==> src/rtl/dac_spi_frame_rx.sv <==
// dac_spi_frame_rx: receive-side decoder for the 24-bit DAC serial frames
// (DAC_SYNC / DAC_SCLK / DAC_DIN). The three lines are oversampled in the
// dataclk domain. Each frame is rebuilt into its power-down field and its
// 16-bit code, and the result is handed to a debug consumer over valid/ready.
// The decoder flags short, long and stalled frames.
//
// Optional feature: define DAC_RX_STATS_EN to add the saturating
// rx_frame_count and rx_err_count outputs.
`timescale 1ns/1ps

module dac_spi_frame_rx #(
  parameter int SYNC_STAGES    = 2,     // synchroniser depth, 2..4
  parameter int FRAME_BITS     = 24,    // SCLK falling edges per legal frame
  parameter int TIMEOUT_CYCLES = 1024   // allowed gap between SCLK falls
) (
  input  logic        dataclk,
  input  logic        reset,
  input  logic        DAC_SYNC,
  input  logic        DAC_SCLK,
  input  logic        DAC_DIN,
  output logic [15:0] rx_word,
  output logic [1:0]  rx_pd,
  output logic        rx_valid,
  input  logic        rx_ready,
  output logic        rx_overrun,
  output logic        rx_frame_err,
  output logic [1:0]  rx_err_code,
  output logic        rx_busy
`ifdef DAC_RX_STATS_EN
  ,
  output logic [15:0] rx_frame_count,
  output logic [15:0] rx_err_count
`endif
);

  typedef enum logic [1:0] {
    RX_IDLE  = 2'd0,
    RX_SHIFT = 2'd1,
    RX_TAIL  = 2'd2
  } rx_state_e;

  typedef enum logic [1:0] {
    ERR_NONE    = 2'b00,
    ERR_SHORT   = 2'b01,
    ERR_LONG    = 2'b10,
    ERR_TIMEOUT = 2'b11
  } rx_err_e;

  localparam int CNT_W = $clog2(FRAME_BITS + 1);
  localparam int TO_W  = $clog2(TIMEOUT_CYCLES);
  localparam logic [CNT_W-1:0] LAST_BIT = CNT_W'(FRAME_BITS - 1);
  localparam logic [TO_W-1:0]  TO_LAST  = TO_W'(TIMEOUT_CYCLES - 1);
  // Only pd + word (18 bits) survive. The last of those bits arrives on the
  // capturing edge, so 17 bits are held. Bits [23:18] shift out of the top.
  localparam int KEEP_BITS = 17;

  // Synchroniser chains, history flops and registered edge pulses.
  logic [SYNC_STAGES-1:0] sync_meta_q, sclk_meta_q, din_meta_q;
  logic                   sync_hist_q, sclk_hist_q;
  logic                   sync_fall_q, sync_rise_q, sclk_fall_q, din_q;
  logic                   sync_s, sclk_s, din_s;

  assign sync_s = sync_meta_q[SYNC_STAGES-1];
  assign sclk_s = sclk_meta_q[SYNC_STAGES-1];
  assign din_s  = din_meta_q[SYNC_STAGES-1];

  // Frame state.
  rx_state_e              state_q;
  logic [KEEP_BITS-1:0]   shift_q;
  logic [KEEP_BITS:0]     shift_d;
  logic [CNT_W-1:0]       bit_cnt_q, bit_cnt_d;
  logic [TO_W-1:0]        to_cnt_q;
  logic                   long_seen_q;
  logic [15:0]            rx_word_q;
  logic [1:0]             rx_pd_q;
  logic                   rx_valid_q, rx_overrun_q, rx_frame_err_q, rx_busy_q;
  rx_err_e                err_code_q, err_code_c;
  logic                   capture_c, short_c, long_c, timeout_c, to_expired_c;
  logic                   err_event_c;

  assign shift_d   = {shift_q, din_q};
  assign bit_cnt_d = bit_cnt_q + 1'b1;

  // Synchronise the serial lines and register the edge strobes with the
  // DIN sample taken on the same cycle.
  // NOTE: clocked blocks use non-blocking assignments only, so every flop
  // samples the pre-edge value of its neighbours.
  always_ff @(posedge dataclk or posedge reset) begin
    if (reset) begin
      sync_meta_q <= '0;
      sclk_meta_q <= '0;
      din_meta_q  <= '0;
      sync_hist_q <= 1'b0;
      sclk_hist_q <= 1'b0;
      sync_fall_q <= 1'b0;
      sync_rise_q <= 1'b0;
      sclk_fall_q <= 1'b0;
      din_q       <= 1'b0;
    end else begin
      sync_meta_q <= {sync_meta_q[SYNC_STAGES-2:0], DAC_SYNC};
      sclk_meta_q <= {sclk_meta_q[SYNC_STAGES-2:0], DAC_SCLK};
      din_meta_q  <= {din_meta_q[SYNC_STAGES-2:0], DAC_DIN};
      sync_hist_q <= sync_s;
      sclk_hist_q <= sclk_s;
      sync_fall_q <= sync_hist_q & ~sync_s;
      sync_rise_q <= ~sync_hist_q & sync_s;
      sclk_fall_q <= sclk_hist_q & ~sclk_s;
      din_q       <= din_s;
    end
  end

  // Decode this cycle's frame events: capture, short, long and timeout.
  // NOTE: every always_comb output gets a default first, so no path can
  // infer a latch.
  always_comb begin
    capture_c    = 1'b0;
    short_c      = 1'b0;
    long_c       = 1'b0;
    timeout_c    = 1'b0;
    err_code_c   = ERR_NONE;
    to_expired_c = (to_cnt_q == TO_LAST) && !sclk_fall_q && !sync_rise_q;
    case (state_q)
      RX_SHIFT: begin
        capture_c = sclk_fall_q && (bit_cnt_q == LAST_BIT);
        short_c   = sync_rise_q && !capture_c;
        timeout_c = to_expired_c;
      end
      RX_TAIL: begin
        long_c    = sclk_fall_q && !long_seen_q;
        timeout_c = to_expired_c;
      end
      default: ;
    endcase
    if (short_c)        err_code_c = ERR_SHORT;
    else if (long_c)    err_code_c = ERR_LONG;
    else if (timeout_c) err_code_c = ERR_TIMEOUT;
    err_event_c = short_c | long_c | timeout_c;
  end

  // Frame FSM with registered outputs, error reporting and the handshake.
  always_ff @(posedge dataclk or posedge reset) begin
    if (reset) begin
      state_q        <= RX_IDLE;
      shift_q        <= '0;
      bit_cnt_q      <= '0;
      to_cnt_q       <= '0;
      long_seen_q    <= 1'b0;
      rx_word_q      <= '0;
      rx_pd_q        <= '0;
      rx_valid_q     <= 1'b0;
      rx_overrun_q   <= 1'b0;
      rx_frame_err_q <= 1'b0;
      err_code_q     <= ERR_NONE;
      rx_busy_q      <= 1'b0;
    end else begin
      rx_frame_err_q <= err_event_c;
      if (err_event_c) err_code_q <= err_code_c;
      // A capture later in this block overrides the handshake clear.
      if (rx_valid_q && rx_ready) rx_valid_q <= 1'b0;

      case (state_q)
        RX_IDLE: begin
          if (sync_fall_q) begin
            shift_q     <= '0;
            bit_cnt_q   <= '0;
            to_cnt_q    <= '0;
            long_seen_q <= 1'b0;
            state_q     <= RX_SHIFT;
            rx_busy_q   <= 1'b1;
          end
        end
        RX_SHIFT: begin
          if (capture_c) begin
            rx_pd_q    <= shift_d[17:16];
            rx_word_q  <= shift_d[15:0];
            rx_valid_q <= 1'b1;
            if (rx_valid_q && !rx_ready) rx_overrun_q <= 1'b1;
            bit_cnt_q  <= bit_cnt_d;
            to_cnt_q   <= '0;
            if (sync_rise_q) begin
              state_q   <= RX_IDLE;
              rx_busy_q <= 1'b0;
            end else begin
              state_q   <= RX_TAIL;
            end
          end else if (short_c) begin
            state_q   <= RX_IDLE;
            rx_busy_q <= 1'b0;
          end else if (sclk_fall_q) begin
            shift_q   <= shift_d[KEEP_BITS-1:0];
            bit_cnt_q <= bit_cnt_d;
            to_cnt_q  <= '0;
          end else if (timeout_c) begin
            state_q   <= RX_IDLE;
            rx_busy_q <= 1'b0;
          end else begin
            to_cnt_q  <= to_cnt_q + 1'b1;
          end
        end
        RX_TAIL: begin
          if (long_c) long_seen_q <= 1'b1;
          if (sync_rise_q) begin
            state_q   <= RX_IDLE;
            rx_busy_q <= 1'b0;
          end else if (sclk_fall_q) begin
            to_cnt_q  <= '0;
          end else if (timeout_c) begin
            state_q   <= RX_IDLE;
            rx_busy_q <= 1'b0;
          end else begin
            to_cnt_q  <= to_cnt_q + 1'b1;
          end
        end
        default: begin
          state_q   <= RX_IDLE;
          rx_busy_q <= 1'b0;
        end
      endcase
    end
  end

  assign rx_word      = rx_word_q;
  assign rx_pd        = rx_pd_q;
  assign rx_valid     = rx_valid_q;
  assign rx_overrun   = rx_overrun_q;
  assign rx_frame_err = rx_frame_err_q;
  assign rx_err_code  = err_code_q;
  assign rx_busy      = rx_busy_q;

`ifdef DAC_RX_STATS_EN
  logic [15:0] frame_cnt_q, err_cnt_q;

  // Saturating counters of good captures and reported errors.
  always_ff @(posedge dataclk or posedge reset) begin
    if (reset) begin
      frame_cnt_q <= '0;
      err_cnt_q   <= '0;
    end else begin
      if (capture_c && (frame_cnt_q != 16'hFFFF)) frame_cnt_q <= frame_cnt_q + 1'b1;
      if (err_event_c && (err_cnt_q != 16'hFFFF)) err_cnt_q <= err_cnt_q + 1'b1;
    end
  end

  assign rx_frame_count = frame_cnt_q;
  assign rx_err_count   = err_cnt_q;
`endif

endmodule

==> config.mk <==
export PLATFORM = sky130hd
export DESIGN_NAME = dac_spi_frame_rx
export DESIGN_NICKNAME = d
export VERILOG_FILES = /design/src/rtl/dac_spi_frame_rx.sv
export SDC_FILE = /design/constraint.sdc
export NUM_CORES = 1
export LEC_CHECK = 0
export CAP_MARGIN = 5
export CORE_UTILIZATION = 24
export DETAILED_ROUTE_END_ITERATION = 10
export SYNTH_ARGS = -nofsm -noshare
export SYNTH_HDL_FRONTEND = slang
export SYNTH_SLANG_ARGS = --single-unit
export TNS_END_PERCENT = 5
==> constraint.sdc <==
create_clock -name dataclk -period 3.3 [get_ports dataclk]
set_input_delay 0.66 -clock dataclk [delete_from_list [all_inputs] [get_ports dataclk]]
set_output_delay 0.66 -clock dataclk [all_outputs]
set_load 0.1 [all_outputs]
Word level (Yosys, flattened, before mapping)
Index checks and enable logic that the tools add are counted.

$mul: 0. Reductions and logical operators: 24. Multiplexer cells: 46. Eq/ne operators: 13. Shift-type cells: 0. Add/subtract/negate cells: 2. Div/mod/pow operators: 0. Bitwise operators: 8. Magnitude comparators: 0.

Operators by type and width (number): 17-bit two-way mux (4); 10-bit two-way mux (6); 17-bit one-hot mux with 2 select lines (1); 10-bit one-hot mux with 3 select lines (1); 2-bit two-way mux (10); 5-bit two-way mux (4); 1-bit two-way mux (16); 2-bit != test, second input constant (6); 10-bit by 1-bit adder with 10-bit output, second input constant (1); 10-bit == test, second input constant (1); 5-bit one-hot mux with 2 select lines (1); 3-bit != test, second input constant (3); 4-bit AND reduction (2); 1-bit logical AND (7); 2-bit one-hot mux with 3 select lines (1); 3-bit AND reduction (2); 5-bit by 1-bit adder with 5-bit output, second input constant (1); 5-bit == test, second input constant (1); 1-bit zero test (5); 5-bit AND reduction (1); 2-bit AND reduction (2); 2-bit nonzero test (2); 1-bit bitwise AND (3); 1-bit inverter (3); 8 further kinds (9).

Output and inout port bits: 24. Register bits: 71. Latch bits: 0. Memories: 0. Bits in writable memories: 0. Bits in read-only memories: 0.

Depth between registers and ports, before layout
Gate-level depths: netlist (run 1).

Depth in word-level cells: 9. Gate-level depth with buffers: 9.

Worst setup path after synthesis (run 1)
No wires, ideal clock.

Path type: register to register. From: register state_q[1]. To: register shift_q[0]. Required time: 3.179 ns. Arrival time: 1.779 ns. Slack: 1.400 ns. Library setup time: 0.121 ns. Cell stages (with the launch flop): 10. Cell sequence: dfrtp_1 > inv_1 > ha_1 > buf_4 > mux2_2 > nand2_1 > nor2_2 > nand2_2 > buf_4 > a22o_1.

Longest elaborated chain between the ends: 4. Elaborated cells on any way between the ends: 11. Classes of those cells: eq/ne: 5; mux: 3; reduce/logical: 3.

RTL lines: start: declaration (line 68) `rx_state_e state_q;`; start signal: assignment (line 143) `state_q <= RX_IDLE;`; start signal: assignment (line 168) `state_q <= RX_SHIFT;`; start signal: assignment (line 181) `state_q <= RX_IDLE;`; 2-bit by 1-bit == test with 1-bit output (line 122, 161); 1-bit two-way mux (line 122) `case (state_q)`; 2-bit != test (no source line); 5-bit AND reduction (no source line); end signal: assignment (line 190) `shift_q <= shift_d[KEEP_BITS-1:0];`; end: declaration (line 69) `logic [KEEP_BITS-1:0] shift_q;`.

Several ways; a longest one is shown, not always the timed one. A chain may end at the register's enable or synchronous reset.

Worst setup path after layout (run 1)
From: register state_q[1]. To: register shift_q[16].

Same word-level chain as after synthesis.

==> key figures, run 1 <==
Flow run
  • Max-cap viol count: 0

Power and ir drop
  • LEAKAGE: roughly 1.7 nW
  • PD cells: about 620 nW/um^2
  • Peak supply drop: 0.000203 V

Floorplan
  • # rows: 40
  • Die W: around 110 um
  • Initial Util: between 20% and 30%
  • Die ar.: 12900 sq um
  • Die Y: ~110 um
  • Placeable Area: 12100 sq um
  • Io pins: 30

Clock network
  • Deepest clock path buffer count: 2
  • Sink Count: 71
  • Worst-Skew Late Latency: around 0.33 ns
  • CTS Hold Buffers Added: 0
  • Root Driver: clkbuf_16
  • Setup Fix Bufs, Post-CTS: 0
  • CTS resizes: 0
  • Reg clk slew, reported paths: roughly 0.06 ns
  • TritonCTS buffer count: 9
  • CTS tree: built
  • Max H-tree Level: 3

Logic synthesis
  • Synth Instances: roughly 280
  • Synth cell count leaders: dfrtp_1, nand2_1, a22o_1
  • Synthesized flop and latch total: about 70
  • Ranking of synthesized cells by area: dfrtp_1, nand2_1, a22o_1
  • Syn_nets: 290
  • EDFF count, synth: 0
  • Netlist cell types: 44
  • Register area share after synthesis: between 50 and 60%
  • Mapped cell area: around 3000 sq um
  • Most frequent cell after synthesis: dfrtp_1
  • Syn avg cell area: 10.8 sq um
  • Ys Warns: 0
  • Post-synthesis cell type with the largest combined area: dfrtp_1
  • Top-area cell type share of the netlist area: a little under 60%
  • Synth async-reset ratio: between 90% and 100%
  • Main synth FF type: dfrtp_1

Route
  • Post-DR vias/cell: 4.27
  • Total Routed Length: between 5000 and 6000 um
  • Pre-antenna DRT Iters: 4
  • DRC errors left: 0
  • Vias: between 2000 and 2500
  • Antenna Violating Nets Remaining: 0
  • Iter 0 DRT Violations: 83
  • Routed len/inst: 12.0 um

Timing
  • Worst Tran Pin Value: around 0.8 ns
  • Max Transition Viols Final: 0
  • Max Clock Freq: 0.458 GHz
  • Min cycle time layout: approximately 2.2 ns
  • Number of setup violations in the final report: 0
  • Fin crit share: between 60 and 70%
  • Worst setup margin: between 1 and 1.5 ns
  • Clk_skew: approximately 0.0057 ns
  • Rel. slew slack: 44.6%
  • RSZ-0062 raised after global routing: false
  • Setup TNS: 0 ns
  • Hold Vio Cnt, Final: 0

Worst hold path
  • Hold_sp: sclk_meta_q[0]
  • Hold Crit Class: register to register

Worst setup path
  • Setup crit start: state_q[1]
  • Max FO, Critical Path: 17
  • Crit Path Class: register to register
  • Reg2reg start: state_q[1]
  • Worst EP required: 3.56 ns
  • CP Capture Type: register
  • Critical Path AT: around 2.5 ns
  • Crit path launch type: register

Global route
  • GRT Overall Usage: under 10%
  • First-pass GRT wire length: 10100 um
  • Overflow left after global routing: 0
  • Pin count of the biggest net entering global routing: 61
  • Initial antenna violation count: 0
  • Vias in the first global route: about 2100

Placed design
  • Dpl ws: 1.13 ns
  • I/O Buffers: 29
  • Gpl congestion: around 0.83
  • Hpwl dp: between 3000 and 4000 um

Finish
  • Final Util: 30.6%
  • Filler cell count: about 1200
  • Area added between synthesis and finish: 23.3%
  • Fin nets: between 300 and 400
  • Antenna cells: 0
  • Layout cell share with drive strength beyond 1: between 10% and 20%

Run status
  • Outcome: completed
## cell families (layout without fill, tap and decap cells)
kind of cell | count (synthesis) | count (layout) | share of synthesized area (%)
buffers and inverters | 20 | 59 | 3.05
DFF | 71 | 71 | 59.3
and+or+nand+nor | 119 | 119 | 19.2
adders and majority gates | 6 | 6 | 2.51
AOI/OAI and AO/OA | 56 | 56 | 14.0
xor gates and xnor gates | 3 | 3 | 0.878
muxes | 3 | 3 | 1.04
## metrics by stage
| step | std cells | hold WS (ns) | total power (W) | instance area [sq um] |
|---|---|---|---|---|
| 2_1_floorplan | 278 | 0.331 | 0.00135 | 2990 |
| 3_3_place_gp | 469 | 0.333 | 0.00142 | 3420 |
| 3_5_place_dp | 469 | 0.335 | 0.00143 | 3420 |
| 4_1_cts | 485 | 0.349 | 0.00233 | 3690 |
| 5_1_grt | 485 | 0.353 | 0.00242 | 3690 |
| 6_report | 485 | 0.348 | 0.00229 | 3690 |
## worst paths after layout
path | end | slack, ns | depth (start not counted)
worst max register to register | shift_q[16] | 1.12 | 6
max in group asynchronous | sync_hist_q | 2.12 | 3
min in group asynchronous | to_cnt_q[6] | 0.60 | 2
worst min-delay path | sclk_meta_q[1] | 0.35 | 0
worst max-delay path | shift_q[16] | 1.12 | 6
worst min register to register | sclk_meta_q[1] | 0.35 | 0
## layout make-up
cell class | count | area (sq um) | share of cell area [%]
Clock buffer | 9 | 225 | 6.10
Clock inverter | 7 | 47.5 | 1.29
Inverter | 11 | 41.3 | 1.12
Multi-Input combinational cell | 187 | 1130 | 30.5
Sequential cell | 71 | 1780 | 48.1
Tap cell | 168 | 210 | 5.69
Timing Repair Buffer | 32 | 265 | 7.18
## registers in the layout (all words and copies together) (netlist names), 2 cells and up
name,count
shift_q,17
rx_word,16
to_cnt_q,10
bit_cnt_q,5
din_meta_q,2
rx_err_code,2
rx_pd,2
sclk_meta_q,2
state_q,2
sync_meta_q,2
## metal layers
metal	wire (um)	vias to the layer above	global-route usage, %
li1	-	1035	-
met1	2930	1000	13.3
met2	2600	30	14.9
met3	246	5	3.67
met4	55	0	3.07
met5	0	-	0
## critical path: stages, from the launching register on
cell	delay, ns
dfrtp_1	0.41
inv_1	0.10
ha_1	0.34
mux2_2	0.21
nand2_1	0.16
nor4_4	0.66
a22o_1	0.24
## placed cells by master, fill, tap and decap left out, types with 2 or more instances in the layout
master / instances
or3_1: 3
nor2b_1: 3
clkinvlp_4: 2
clkinv_2: 3
inv_1: 10
o21ai_0: 12
nor2_1: 13
nand4_1: 2
ha_1: 6
xnor2_1: 2
clkdlybuf4s50_1: 5
nand2b_1: 2
a22o_1: 18
a21oi_1: 11
nor3_1: 5
dfrtp_1: 71
or4_1: 5
mux2i_1: 2
buf_4: 26
o31ai_1: 8
nand2_1: 68
clkbuf_16: 9
nand3_1: 5
## where the power goes
| part | total (W) | switching, W | internal (W) | leakage (nW) |
|---|---|---|---|---|
| Clock | 0.000881 | 0.000373 | 0.000508 | 0.132 |
| Sequential | 0.000969 | 0.0000462 | 0.000923 | 0.951 |
| Combinational | 0.000439 | 0.000304 | 0.000136 | 0.664 |
Note: power is estimated with default switching activity, not from simulation.
==> run 2: changes to the inputs <==
==> constraint.sdc (replaced) <==
create_clock -name dataclk -period 1.9 [get_ports dataclk]
set_input_delay 0.38 -clock dataclk [delete_from_list [all_inputs] [get_ports dataclk]]
set_output_delay 0.38 -clock dataclk [all_outputs]
set_load 0.1 [all_outputs]
==> run 2 against run 1 <==
Net effect:
- the run now ends with negative setup slack left
- sequential share of layout area is 6.0 points lower
- wire length up 5.4%
- fmax up 14%
- die area unchanged
- non-clock buffer count rose by 27
- final cell count rose by 5.8%
- cell area up 14%
- first-iteration DRC count increased by 27%
- hold slack worse by 0.0015 ns
- power is 91% higher
- critical endpoint is now to_cnt_q[7]
- highest routed layer unchanged
==> key figures, run 2 (synthesis results as in run 1) <==
Run status
  • Outcome: complete, but fails checks (was completed)
  • Failing checks: negative setup slack

Flow run
  • Max-cap viol count: 0 (unchanged)

Finish
  • Fin nets: 352 (was 324)
  • Area added between synthesis and finish: 41.0% (was 23.3%)
  • Most frequent cells in the layout: dfrtp_1, nand2_1, buf_4 (unchanged)
  • FF+latch area: 1780 sq um (unchanged)
  • Post-Layout Cell Count: 513 (was 485)
  • Filler cell count: 1169 (was 1243)
  • Max reg flops: 17 (unchanged)
  • Commonest non-fill, non-tap cell in the layout: dfrtp_1 (unchanged)
  • Antenna cells: 0 (unchanged)
  • Top reg by flops: shift_q (unchanged)
  • Multi-input gate area: 1170 sq um (was 1130 sq um)
  • Layout cell share with drive strength beyond 1: 26.1% (was 17.7%)

Clock network
  • TritonCTS buffer count: 9 (unchanged)
  • Deepest clock path buffer count: 2 (unchanged)
  • Max H-tree Level: 3 (unchanged)
  • Sink Count: 71 (unchanged)
  • Root Driver: clkbuf_16 (unchanged)
  • CTS tree: built (unchanged)
  • Reg clk slew, reported paths: 0.06 ns (about the same)
  • Worst-Skew Late Latency: 0.33 ns (about the same)

Route
  • Routed len/inst: 12.0 um (about the same)
  • DRC errors left: 0 (unchanged)
  • Pre-antenna DRT Iters: 4 (unchanged)
  • Antenna Violating Nets Remaining: 0 (unchanged)
  • Post-DR vias/cell: 4.30 (was 4.27)
  • Iter 0 DRT Violations: 105 (was 83)
  • Total Routed Length: 6140 um (was 5830 um)
  • Vias: 2206 (was 2070)

Floorplan
  • Placeable Area: 12100 sq um (unchanged)
  • Die W: 114 um (unchanged)
  • Io pins: 30 (unchanged)
  • Die ar.: 12900 sq um (unchanged)
  • Die Y: 114 um (unchanged)
  • Initial Util: 24.8% (unchanged)
  • # rows: 40 (unchanged)

Placed design
  • Total placed cells including tap cells: 491 (was 469)
  • Gpl congestion: 0.777 (was 0.829)
  • Hpwl dp: 4160 um (was 3950 um)
  • I/O Buffers: 29 (unchanged)

Global route
  • Overflow left after global routing: 0 (unchanged)
  • Pin count of the biggest net entering global routing: 72 (was 61)
  • Vias in the first global route: 2280 (was 2077)
  • First-pass GRT wire length: 11100 um (was 10100 um)
  • GRT Overall Usage: 10.8% (was 9.94%)
  • Initial antenna violation count: 0 (unchanged)

Timing
  • Min cycle time layout: 1.92 ns (was 2.18 ns)
  • Hold Vio Cnt, Final: 0 (unchanged)
  • Setup TNS: -0.0315 ns (was 0 ns)
  • Max Clock Freq: 0.522 GHz (was 0.458 GHz)
  • Worst setup margin: -0.0171 ns (was 1.12 ns)
  • RSZ-0062 raised after global routing: true (was false)
  • Clk_skew: 0.00660 ns (was 0.00568 ns)
  • Fin crit share: 101% (was 66.1%)
  • WHS: 0.346 ns (was 0.348 ns)
  • Max Transition Viols Final: 0 (unchanged)
  • Worst Tran Pin Value: 0.372 ns (was 0.825 ns)
  • Number of setup violations in the final report: 4 (was 0)
  • Rel. slew slack: 75.2% (was 44.6%)

Worst setup path
  • Crit path launch type: register (unchanged)
  • Critical Path AT: 2.17 ns (was 2.45 ns)
  • Worst EP required: 2.15 ns (was 3.56 ns)
  • Crit Path Class: register to register (unchanged)
  • CP Capture Type: register (unchanged)
  • Max FO, Critical Path: 6 (was 17)

Worst hold path
  • Hold Crit Class: register to register (unchanged)

Power and ir drop
  • LEAKAGE: 1.95 nW (was 1.75 nW)
  • Peak supply drop: 0.000438 V (was 0.000203 V)
  • PD cells: 1040 nW/um^2 (was 620 nW/um^2)
==> run 2: layer usage <==
metal | part of all wire [%] | wire length (um) | GRT usage [%] | vias to the layer above
met5 | 0 | 0 | 0 | -
met4 | 1.7 | 106 | 5.18 | 0
met3 | 4.0 | 244 | 2.87 | 9
met1 | 47 | 2920 | 14.2 | 1069
met2 | 47 | 2880 | 16.7 | 35
li1 | - | - | - | 1093
==> run 2: repair_timing <==
action / 4_1_cts / 5_1_grt
pin swaps: 7 / 3
endpoints found under the setup margin: 25 / 32
cloned: 1 / 0
resized for setup: 2 / 9
hold buffers: 0 / 0
setup buffers: 5 / 0
==> run 2: final timing paths <==
check	cells after the start	from	end	slack, ns
min in group asynchronous	3	reset	rx_word[7]	0.49
worst min-delay path	0	din_meta_q[0]	din_meta_q[1]	0.35
worst max-delay path	8	state_q[0]	to_cnt_q[7]	-0.02
worst max register to register	8	state_q[0]	to_cnt_q[7]	-0.02
worst min register to register	0	din_meta_q[0]	din_meta_q[1]	0.35
max in group asynchronous	3	reset	bit_cnt_q[3]	1.11
==> run 2: cell type report <==
type | instances | share of cell area (%)
multi-input combinational | 188 | 27.7
inverter | 11 | 1.07
tap | 168 | 4.98
clock inverter | 7 | 1.69
timing repair buffer | 59 | 17.1
clock buffer | 9 | 5.33
sequential | 71 | 42.1
==> run 2: per-stage QoR <==
stage	power [W]	instance area, sq um	setup WS [ns]	utilization (%)
finish	0.00437	4220	-0.0171	35.0
global route	0.00459	4220	-0.149	35.0
CTS	0.00441	4200	-0.00652	34.8
detailed placement	0.00267	3830	-0.152	31.7
global placement	0.00265	3830	-0.109	31.7
floorplan	0.00234	3000	-0.0000387	-
==> run 2: report_power, final <==
group	total, W	internal (W)	switching, W
registers	0.00169	0.00160	0.0000866
logic	0.00103	0.000433	0.000593
clock network	0.00166	0.00101	0.000644
==> run 2: worst max-delay path: stages (launching register included) <==
cell	delay (ns)
dfrtp_1	0.42
inv_2	0.10
ha_4	0.20
and2b_1	0.16
nand4b_1	0.14
buf_4	0.16
o211ai_4	0.10
or4_1	0.43
a21oi_1	0.14
